===== config.mk =====
export PLATFORM = sky130hd
export DESIGN_NAME = ysyx_22050612_wb_ctrl
export DESIGN_NICKNAME = d
export VERILOG_FILES = /design/src/rtl/ysyx_22050612_wb_ctrl.sv
export SDC_FILE = /design/constraint.sdc
export NUM_CORES = 1
export LEC_CHECK = 0
export CAP_MARGIN = 5
export CORE_ASPECT_RATIO = 0.75
export CORE_UTILIZATION = 57
export CTS_CLUSTER_SIZE = 12
export DETAILED_ROUTE_END_ITERATION = 7
export PLACE_DENSITY_LB_ADDON = 0.3
export SYNTH_ARGS = -nofsm -noshare
export SYNTH_HDL_FRONTEND = slang
export SYNTH_SLANG_ARGS = --single-unit
export TNS_END_PERCENT = 20

===== constraint.sdc =====
create_clock -name clk -period 6.2 [get_ports clk]
set_input_delay 1.86 -clock clk [delete_from_list [all_inputs] [get_ports clk]]
set_output_delay 1.86 -clock clk [all_outputs]
set_load 0.01 [all_outputs]

===== src/rtl/ysyx_22050612_wb_ctrl.sv =====
// Write-back controller: merges single-cycle ALU results and FIFO-buffered LSU results into one
// registered register-file write per cycle, with a busy scoreboard. Optional trace: YSYX_22050612_WB_TRACE_EN.
module ysyx_22050612_wb_ctrl #(
   parameter int ADDR_WIDTH     = 5,
   parameter int DATA_WIDTH     = 64,
   parameter int LSU_FIFO_DEPTH = 4
) (
   input  logic                             clk,
   input  logic                             rst,
   input  logic                             alu_valid,
   output logic                             alu_ready,
   input  logic [ADDR_WIDTH-1:0]            alu_rd,
   input  logic [DATA_WIDTH-1:0]            alu_data,
   input  logic                             lsu_valid,
   output logic                             lsu_ready,
   input  logic [ADDR_WIDTH-1:0]            lsu_rd,
   input  logic [DATA_WIDTH-1:0]            lsu_data,
   input  logic                             alloc_valid,
   input  logic [ADDR_WIDTH-1:0]            alloc_rd,
   output logic                             wen,
   output logic [ADDR_WIDTH-1:0]            waddr,
   output logic [DATA_WIDTH-1:0]            wdata,
   output logic [2**ADDR_WIDTH-1:0]         busy,
   output logic [$clog2(LSU_FIFO_DEPTH):0]  lsu_count
);

   localparam int IDX_W    = $clog2(LSU_FIFO_DEPTH);
   localparam int NUM_REGS = 2**ADDR_WIDTH;
   localparam logic [IDX_W:0] FULL_CNT = LSU_FIFO_DEPTH[IDX_W:0];
   localparam logic [IDX_W:0] PTR_ONE  = 1;

   logic [ADDR_WIDTH-1:0] fifo_rd   [LSU_FIFO_DEPTH];
   logic [DATA_WIDTH-1:0] fifo_data [LSU_FIFO_DEPTH];
   logic [IDX_W:0]        wptr;
   logic [IDX_W:0]        rptr;
   logic                  alu_fire;
   logic                  lsu_fire;
   logic                  fifo_empty;
   logic                  pop;
   logic [ADDR_WIDTH-1:0] head_rd;
   logic [DATA_WIDTH-1:0] head_data;
   logic [NUM_REGS-1:0]   busy_nxt;

   assign alu_ready  = !rst;
   assign lsu_count  = wptr - rptr;
   assign lsu_ready  = !rst && (lsu_count != FULL_CNT);
   assign fifo_empty = (wptr == rptr);
   assign alu_fire   = alu_valid && alu_ready;
   assign lsu_fire   = lsu_valid && lsu_ready;
   // ALU owns the write port whenever it fires; the FIFO head waits.
   assign pop        = !fifo_empty && !alu_fire;
   assign head_rd    = fifo_rd[rptr[IDX_W-1:0]];
   assign head_data  = fifo_data[rptr[IDX_W-1:0]];

   always_ff @(posedge clk) begin
      if (lsu_fire) begin
         fifo_rd[wptr[IDX_W-1:0]]   <= lsu_rd;
         fifo_data[wptr[IDX_W-1:0]] <= lsu_data;
      end
   end

   always_ff @(posedge clk) begin
      if (rst) begin
         wptr <= '0;
         rptr <= '0;
      end else begin
         if (lsu_fire) wptr <= wptr + PTR_ONE;
         if (pop)      rptr <= rptr + PTR_ONE;
      end
   end

   // Writes to x0 still consume the entry and move waddr/wdata, but never assert wen.
   always_ff @(posedge clk) begin
      if (rst) begin
         wen   <= 1'b0;
         waddr <= '0;
         wdata <= '0;
      end else if (alu_fire) begin
         wen   <= (alu_rd != '0);
         waddr <= alu_rd;
         wdata <= alu_data;
      end else if (pop) begin
         wen   <= (head_rd != '0);
         waddr <= head_rd;
         wdata <= head_data;
      end else begin
         wen   <= 1'b0;
      end
   end

   // Clear on the edge the register file absorbs the write; a same-cycle allocation wins.
   always_comb begin
      busy_nxt = busy;
      if (wen) busy_nxt[waddr] = 1'b0;
      if (alloc_valid) busy_nxt[alloc_rd] = 1'b1;
      busy_nxt[0] = 1'b0;
   end

   always_ff @(posedge clk) begin
      if (rst) busy <= '0;
      else     busy <= busy_nxt;
   end

`ifdef YSYX_22050612_WB_TRACE_EN
   logic src_lsu;

   always_ff @(posedge clk) begin
      if (rst)           src_lsu <= 1'b0;
      else if (alu_fire) src_lsu <= 1'b0;
      else if (pop)      src_lsu <= 1'b1;
   end

   always_ff @(posedge clk) begin
      if (!rst) begin
         if (wen)
            $display("wb: x%0d <= %h (%s)", waddr, wdata, src_lsu ? "LSU" : "ALU");
         if (lsu_fire && (lsu_count == FULL_CNT))
            $error("wb: LSU enqueue while FIFO full");
         if (wen && (waddr != '0) && !busy[waddr])
            $error("wb: commit to x%0d without pending busy bit", waddr);
      end
   end
`endif

endmodule


==> results of run 1 <==
==> layer usage <==
metal | vias up | track usage [%] | share of wire, % | wire length, um
met1 | 4598 | 34.3 | 43 | 13700
li1 | 4164 | - | - | -
met4 | 2 | 6.42 | 1.4 | 461
met2 | 396 | 39.3 | 47 | 15100
met5 | - | 0 | 0.047 | 15
met3 | 42 | 5.64 | 8.4 | 2700
==> synth_stat cells (2+ instances only) <==
cell	instances	share of area [%]
and3b_1	3	0.18
nand3_1	3	0.10
or3b_1	2	0.12
mux2i_1	2	0.14
edfxtp_1	276	56
nor2_1	14	0.36
buf_4	7	0.36
a21oi_1	97	3.3
mux4_2	69	11
and2_1	3	0.13
nand3b_1	5	0.25
buf_2	15	0.51
dfxtp_1	109	15
inv_1	72	1.8
and3_1	2	0.085
a221oi_1	64	3.8
o21ai_0	33	1.1
ha_1	7	0.59
or4_1	2	0.10
xor2_1	3	0.18
nor3b_1	4	0.20
nand2_1	112	2.8
a311oi_1	5	0.30
clkbuf_1	40	1.0
==> metrics by stage <==
step                      power [uW]  utilization, %  instance area (um2)  instances
after floorplan                 4500               -                14800        964
after global placement          5190            69.4                17500       1499
after detailed placement        5220            69.4                17500       1499
after CTS                       7340            73.9                18600       1568
after global routing            7610            73.9                18600       1568
final                           7280            73.9                18600       1569
==> state kept, by name, summed over array words and instances, names as in the netlist, named ones only <==
signal	count
fifo_data	256
wdata	64
busy	31
fifo_rd	20
waddr	5
rptr	3
wptr	3
wen	1
==> kinds of logic (layout without fill, tap and decap cells) <==
| logic type | Yosys count | after routing | share of synthesized area, % |
|---|---|---|---|
| flops | 385 | 385 | 71.0 |
| mux | 72 | 72 | 10.7 |
| other cells | 1 | 2 | 0.0254 |
| simple gates | 157 | 157 | 4.79 |
| compound gates | 201 | 201 | 8.61 |
| fa+ha+maj | 8 | 8 | 0.729 |
| buf+inv | 136 | 402 | 3.82 |
| xor+xnor | 4 | 4 | 0.331 |
==> final cells by class <==
type,count,area [um2],area share [%]
timing repair buffer,261,2590,13.9
inverter,72,270,1.45
clock buffer,65,1100,5.92
sequential,385,10500,56.2
clock inverter,4,26.3,0.141
antenna,1,2.50,0.0134
multi-input combinational,443,3740,20.1
tap,338,423,2.27
==> worst min path at each step <==
stage / from / endpoint / slack [ns]
final: busy[27] / busy[27] / 0.48
after global routing: busy[5] / busy[5] / 0.51
after CTS: busy[5] / busy[5] / 0.48
after detailed placement: busy[5] / busy[5] / 0.47
after global placement: busy[30] / busy[30] / 0.47
after floorplan: wptr[0] / wptr[0] / 0.47
==> critical path, delay by kind of cell <==
| kind | cells | cell delay, ns |
|---|---|---|
| buffers and inverters | 3 | 0.97 |
==> power breakdown <==
group / switching [uW] / internal (uW) / total, uW
Combinational: 1040 / 870 / 1910
Sequential: 211 / 3050 / 3260
Clock: 901 / 1210 / 2110
Total: 2150 / 5130 / 7280
==> run metrics, run 1 <==
worst-skew pair later-pin latency=0.52 ns; unrepaired setup endpoints after global routing=false; Final WS setup=1.50 ns; Hold Path Class=reg2reg; Mapped Nets=1120; crit path from=rst; Critical Path AT=2.84 ns; Critical Path RT=4.34 ns; worst path cell trace=buf_4, inv_1, clkdlybuf4s50_1; H-tree depth=2; row count=50; area delta synth->final=26.3%; core area=25200 um2; fin. max-slew vios=0; EDFF count, synth=276; CTS Buffer Depth=3; Crit Path Max Fanout=34; commonest non-fill, non-tap cell in the layout=edfxtp_1; critical path class=in2out; Least-Margin Pin Slew=1.09 ns; crit path to=alu_ready; Initial Utilization=58.5%; worst r2r path cells=8; delay of the slowest cell on the worst path=0.50 ns; GR Util All Layers=24.5%; dpl ws=1.51 ns; die height=141 um; die area=26500 um2; Primary FF master, synth=edfxtp_1; Relative slew margins=27.3%; MaxCap Viol Count=0; hpwl dp=19300 um; Iter 0 DRT Violations=680; CTS Hold Bufs=0; share of async-settable or async-resettable flops after synthesis=0%; crit path capture type=output port; Crit-path slowest cell=clkdlybuf4s50_1; status=complete, no violations; most frequent cells in the layout=edfxtp_1, clkdlybuf4s50_1, nand2_1; Die W=188 um; number of cells on the worst hold path=2; DRT Wirelength=32000 um; Net count, final=1358; DRC violations left=0; Vias=9202; worst vdd ir=0.268 mV; routed wire length per instance=20.4 um; Max Fclk=0.213 GHz; GRT Residual Overflow=0; first-pass GRT wire length=50100 um; yosys warns=0; final hold slack=0.479 ns; Leakage=0.00636 uW; Critical Path Source Type=input port; CTS Buf Count=39; Pwr Density=391 nW/um2; pin count of the biggest net entering global routing=78; post-DR vias/cell=5.86; CTS root buffer=clkbuf_16; post-cts resize count=0; IO Count=255; RePlAce Congestion=0.821; Yosys cell types=39; period utilization=75.8%; # setup viols final=0; register area share after synthesis=71.0%; Avg Inst Size Synth=15.3 um2; vias in the first global route=9082; FF-to-FF Start=wptr[0]; CTS tree=yes; clock-pin slew on the worst setup and hold paths=0.06 ns; Hold Violations, Final=0; I/O Buffers=253; post-route ant nets=0; Gate Count Post-Synth=964; layout cells sized above 1=11.0%; TritonRoute pass-1 iters=5; clk sinks=385; antenna violations before repair=3; Total Neg Setup Slack=0 ns; R2R Setup Slk=2.87 ns; flops & latches, synth=385; post-layout min period=4.70 ns; reg2reg end=fifo_data[1][37]; Clock Skew=0.0128 ns; Post-Syn Area=14800 um2; filler cell count=1585; Setup Buffers After CTS=0
Power figures use the tool's default switching activity.
==> inputs of run 2 (changes only) <==
--- a/config.mk
+++ b/config.mk
@@ -7,7 +7,7 @@
 export LEC_CHECK = 0
 export CAP_MARGIN = 5
 export CORE_ASPECT_RATIO = 0.75
-export CORE_UTILIZATION = 57
+export CORE_UTILIZATION = 48
 export CTS_CLUSTER_SIZE = 12
 export DETAILED_ROUTE_END_ITERATION = 7
 export PLACE_DENSITY_LB_ADDON = 0.3
==> constraint.sdc (replaced) <==
create_clock -name clk -period 4 [get_ports clk]
set_input_delay 1.2 -clock clk [delete_from_list [all_inputs] [get_ports clk]]
set_output_delay 1.2 -clock clk [all_outputs]
set_load 0.01 [all_outputs]
==> run metrics, run 2 (synthesis results as in run 1) <==
Critical Path AT=2.57 ns (was 2.84 ns); vias in the first global route=9238 (was 9082); I/O Buffers=253 (unchanged); CTS root buffer=clkbuf_16 (unchanged); first-pass GRT wire length=51000 um (was 50100 um); worst vdd ir=0.303 mV (was 0.268 mV); DRT Wirelength=33400 um (was 32000 um); die height=154 um (was 141 um); Hold Path Class=reg2reg (unchanged); MaxCap Viol Count=0 (unchanged); Leakage=0.00642 uW (was 0.00636 uW); final hold slack=0.481 ns (was 0.479 ns); Iter 0 DRT Violations=527 (was 680); worst r2r path cells=8 (unchanged); H-tree depth=2 (unchanged); Max Fclk=0.265 GHz; post-layout min period=3.77 ns; area delta synth->final=28.0% (was 26.3%); Hold Violations, Final=0 (unchanged); Relative slew margins=32.8% (was 27.3%); Vias=9011 (was 9202); Clock Skew=0.0234 ns (was 0.0128 ns); Pwr Density=604 nW/um2 (was 391 nW/um2); clk sinks=385 (unchanged); CTS tree=yes (unchanged); hpwl dp=21200 um (was 19300 um); Total Neg Setup Slack=0 ns (unchanged); Initial Utilization=48.8% (was 58.5%); DRC violations left=0 (unchanged); status=complete, no violations (unchanged); IO Count=255 (unchanged); number of cells on the worst hold path=2 (unchanged); die area=31500 um2 (was 26500 um2); post-route ant nets=0 (unchanged); CTS Buf Count=38 (was 39); CTS Buffer Depth=3 (unchanged); max FFs per register=256 (unchanged); worst-skew pair later-pin latency=0.52 ns (about the same); routed wire length per instance=20.4 um (about the same); pin count of the biggest net entering global routing=130 (was 78); Crit Path Max Fanout=5 (was 34); RePlAce Congestion=0.787 (was 0.821); # setup viols final=0 (unchanged); antenna violations before repair=7 (was 3); period utilization=94.4%; post-DR vias/cell=5.49 (was 5.86); GRT Residual Overflow=0 (unchanged); Critical Path RT=2.80 ns (was 4.34 ns); critical path class=reg2out (was in2out); Net count, final=1365 (was 1358); layout cells sized above 1=11.3% (was 11.0%); Final Non-Filler Cells=1640 (was 1569); commonest non-fill, non-tap cell in the layout=edfxtp_1 (unchanged); unrepaired setup endpoints after global routing=false (unchanged); design area=18900 um2 (was 18600 um2); row count=55 (was 50); TritonRoute pass-1 iters=5 (unchanged); most frequent cells in the layout=edfxtp_1, clkdlybuf4s50_1, nand2_1 (unchanged); Setup Buffers After CTS=0 (unchanged); core area=30200 um2 (was 25200 um2); dpl cell area=17800 um2 (was 17500 um2); Die W=204 um (was 188 um); post-cts resize count=0 (unchanged); clock-pin slew on the worst setup and hold paths=0.06 ns (about the same); filler cell count=2188 (was 1585); GR Util All Layers=21.2% (was 24.5%); fin. max-slew vios=0 (unchanged); crit path capture type=output port (unchanged); Placed Cells=1568 (was 1499); CTS Hold Bufs=0 (unchanged); Critical Path Source Type=flip-flop (was input port); Least-Margin Pin Slew=1.01 ns (was 1.09 ns)
## run 2: worst max-delay path, stage by stage, from the launching register on
cell             delay [ns]
dfxtp_1                0.40
inv_1                  0.12
ha_1                   0.22
fa_1                   0.38
xnor3_1                0.22
nor3_2                 0.20
nor2_1                 0.06
clkdlybuf4s50_1        0.47
## run 2: layout make-up
class | instances | area, um2 | area share [%]
inverters | 72 | 270 | 1.43
clock buffers | 65 | 1060 | 5.62
repair buffers | 269 | 2770 | 14.7
well taps | 399 | 499 | 2.64
diodes | 4 | 10.0 | 0.0530
multi-input cells | 443 | 3740 | 19.8
flip-flops and latches | 385 | 10500 | 55.5
clock inverters | 3 | 51.3 | 0.272
## run 2: power breakdown
group	switching [uW]	internal, uW	total (uW)
registers	320	4720	5040
logic	1670	1420	3090
clock network	1410	1870	3280
## run 2: path summary, 6_finish.rpt
path | start | to | slack [ns]
max | wptr[0] | lsu_ready | 0.23
min reg2reg | busy[5] | busy[5] | 0.48
max reg2reg | wptr[0] | fifo_data[2][38] | 1.05
min | busy[5] | busy[5] | 0.48
## run 2: layer usage
metal,wire (um),vias up,GRT usage [%]
met5,43,-,0
met3,2360,50,5.15
met1,14400,4488,28.5
li1,-,4170,-
met2,16100,297,34.7
met4,482,6,5.37
## run 2: metrics by stage
step	power, uW	util (%)	worst slack, ns
after CTS	11500	62.5	0.192
after floorplan	6980	-	0.308
final	11400	62.5	0.225
after global routing	12000	62.5	0.103
after global placement	8220	58.8	0.768
after detailed placement	8270	58.8	0.738
==> inputs of run 3 (changes only) <==
--- a/config.mk
+++ b/config.mk
@@ -8,8 +8,8 @@
 export CAP_MARGIN = 5
 export CORE_ASPECT_RATIO = 0.75
 export CORE_UTILIZATION = 48
-export CTS_CLUSTER_SIZE = 12
 export DETAILED_ROUTE_END_ITERATION = 7
+export MAX_ROUTING_LAYER = met4
 export PLACE_DENSITY_LB_ADDON = 0.3
 export SYNTH_ARGS = -nofsm -noshare
 export SYNTH_HDL_FRONTEND = slang
==> run metrics, run 3 (synthesis results as in run 1) <==
area delta synth->final=28.8% (was 28.0%); post-layout min period=3.78 ns (was 3.77 ns); TritonRoute pass-1 iters=5 (unchanged); Critical Path RT=2.80 ns (about the same); routed wire length per instance=20.4 um (about the same); Setup Buffers After CTS=0 (unchanged); row count=55 (unchanged); GR peak layer=met2 (unchanged); commonest non-fill, non-tap cell in the layout=edfxtp_1 (unchanged); crit path capture type=output port (unchanged); met3 GRT Util=4.66% (was 5.15%); Net count, final=1364 (was 1365); Clk pwr share=30.3% (was 28.7%); CTS tree=yes (unchanged); period utilization=94.5% (was 94.4%); I/O Buffers=253 (unchanged); dpl ws=0.738 ns (unchanged); die height=154 um (unchanged); Final Util=62.9% (was 62.5%); met1 global-route usage=28.8% (was 28.5%); delay-heaviest family, CP=adder cells (unchanged); pin count of the biggest net entering global routing=130 (unchanged); most frequent cells in the layout=edfxtp_1, clkdlybuf4s50_1, nand2_1 (unchanged); first-pass GRT wire length=51400 um (was 51000 um); Internal=8230 uW (was 8010 uW); Critical Path AT=2.58 ns (was 2.57 ns); CTS Hold Bufs=0 (unchanged); # setup viols final=0 (unchanged); die area=31500 um2 (unchanged); Total Neg Setup Slack=0 ns (unchanged); switching pwr=3450 uW (was 3400 uW); layout cells sized above 1=12.1% (was 11.3%); grt met2 use=35.2% (was 34.7%); Leakage=0.00648 uW (was 0.00642 uW); Hold Violations, Final=0 (unchanged); RePlAce Congestion=0.798 (was 0.787); CTS Buffer Depth=3 (unchanged); Max Fclk=0.265 GHz (about the same); status=complete, no violations (unchanged); worst-skew pair later-pin latency=0.52 ns (about the same); CTS root buffer=clkbuf_16 (unchanged); Least-Margin Pin Slew=0.995 ns (was 1.01 ns); worst path cell trace=inv_1, ha_1, fa_1, xnor3_1, nor3_2, nor2_1, clkdlybuf4s50_1 (unchanged); unrepaired setup endpoints after global routing=false (unchanged); delay of the slowest cell on the worst path=0.47 ns (about the same); GRT Residual Overflow=0 (unchanged); DRC violations left=0 (unchanged); Buffers & Inverters on Critical Path=2 (unchanged); worst vdd ir=0.393 mV (was 0.303 mV); Clock Skew=0.0212 ns (was 0.0234 ns); Hold Path Class=reg2reg (unchanged); Sw Share=29.5% (was 29.8%); Crit Path Max Fanout=5 (unchanged); MaxCap Viol Count=0 (unchanged); core area=30200 um2 (unchanged); GR Util All Layers=22.1% (was 21.2%); filler cell count=2185 (was 2188); post-route ant nets=0 (unchanged); Final WS setup=0.221 ns (was 0.225 ns); Vias=9100 (was 9011); clk sinks=385 (unchanged); Pwr Density=614 nW/um2 (was 604 nW/um2); clock-pin slew on the worst setup and hold paths=0.07 ns (was 0.06 ns); Crit-path slowest cell=clkdlybuf4s50_1 (unchanged); max FFs per register=256 (unchanged); fin. max-slew vios=0 (unchanged); Die W=204 um (unchanged); design area=19000 um2 (was 18900 um2); hpwl dp=21200 um (unchanged); antenna violations before repair=8 (was 7); H-tree depth=2 (unchanged); sequential power share=43.1% (was 44.2%); post-cts resize count=0 (unchanged); total power=11700 uW (was 11400 uW); CTS Buf Count=37 (was 38); dpl cell area=17800 um2 (unchanged); IO Count=255 (unchanged); Logic pwr share=26.6% (was 27.1%); Initial Utilization=48.8% (unchanged); Critical Path Source Type=flip-flop (unchanged); critical path class=reg2out (unchanged); post-DR vias/cell=5.54 (was 5.49); R2R Setup Slk=1.04 ns (was 1.05 ns); Relative slew margins=33.6% (was 32.8%); DRT Wirelength=33500 um (was 33400 um); Iter 0 DRT Violations=569 (was 527); vias in the first global route=9306 (was 9238)
run 3: final cells by class:
type                       count  area (um2)  area share (%)
antenna                        8        20.0           0.105
clock buffer                  53        1050            5.51
clock inverter                14         179           0.941
inverter                      72         270            1.42
multi-input combinational    443        3740            19.7
sequential                   385       10500            55.1
tap                          399         499            2.63
timing repair buffer         269        2770            14.6
run 3: worst paths after layout:
path / cells past startpoint / endpoint / from
setup / recovery: 7 / lsu_ready / wptr[0]
hold / removal: 2 / busy[5] / busy[5]
hold reg to reg: 2 / busy[5] / busy[5]
setup reg to reg: 8 / fifo_data[0][36] / wptr[0]
run 3: power groups by stage:
stage	clock, uW	combinational [uW]	sequential, uW
6_report	3540	3110	5040
5_1_grt	3750	3360	5100
4_1_cts	3600	3150	5050
3_5_place_dp	0	3140	5130
3_3_place_gp	0	3110	5110
2_1_floorplan	0	1960	5020
run 3: metal layers:
metal	vias up	share of wire (%)	wire (um)
met3	51	7.3	2460
met5	-	0	0
met1	4561	43	14300
met2	320	49	16300
met4	0	1.5	503
li1	4168	-	-
run 3: stage by stage:
stage               std cells  hold WS (ns)
global placement         1568         0.464
finish                   1643         0.482
detailed placement       1568         0.469
global route             1643         0.512
CTS                      1635         0.479
floorplan                 964         0.475
run 3: worst reg2reg max path, cell delays in order, from the launching register on:
cell	delay (ns)
dfxtp_1	0.41
inv_1	0.11
ha_1	0.22
fa_1	0.37
xnor3_1	0.25
nor3_2	0.06
nor3b_2	0.39
and2_4	0.53
buf_12	0.29
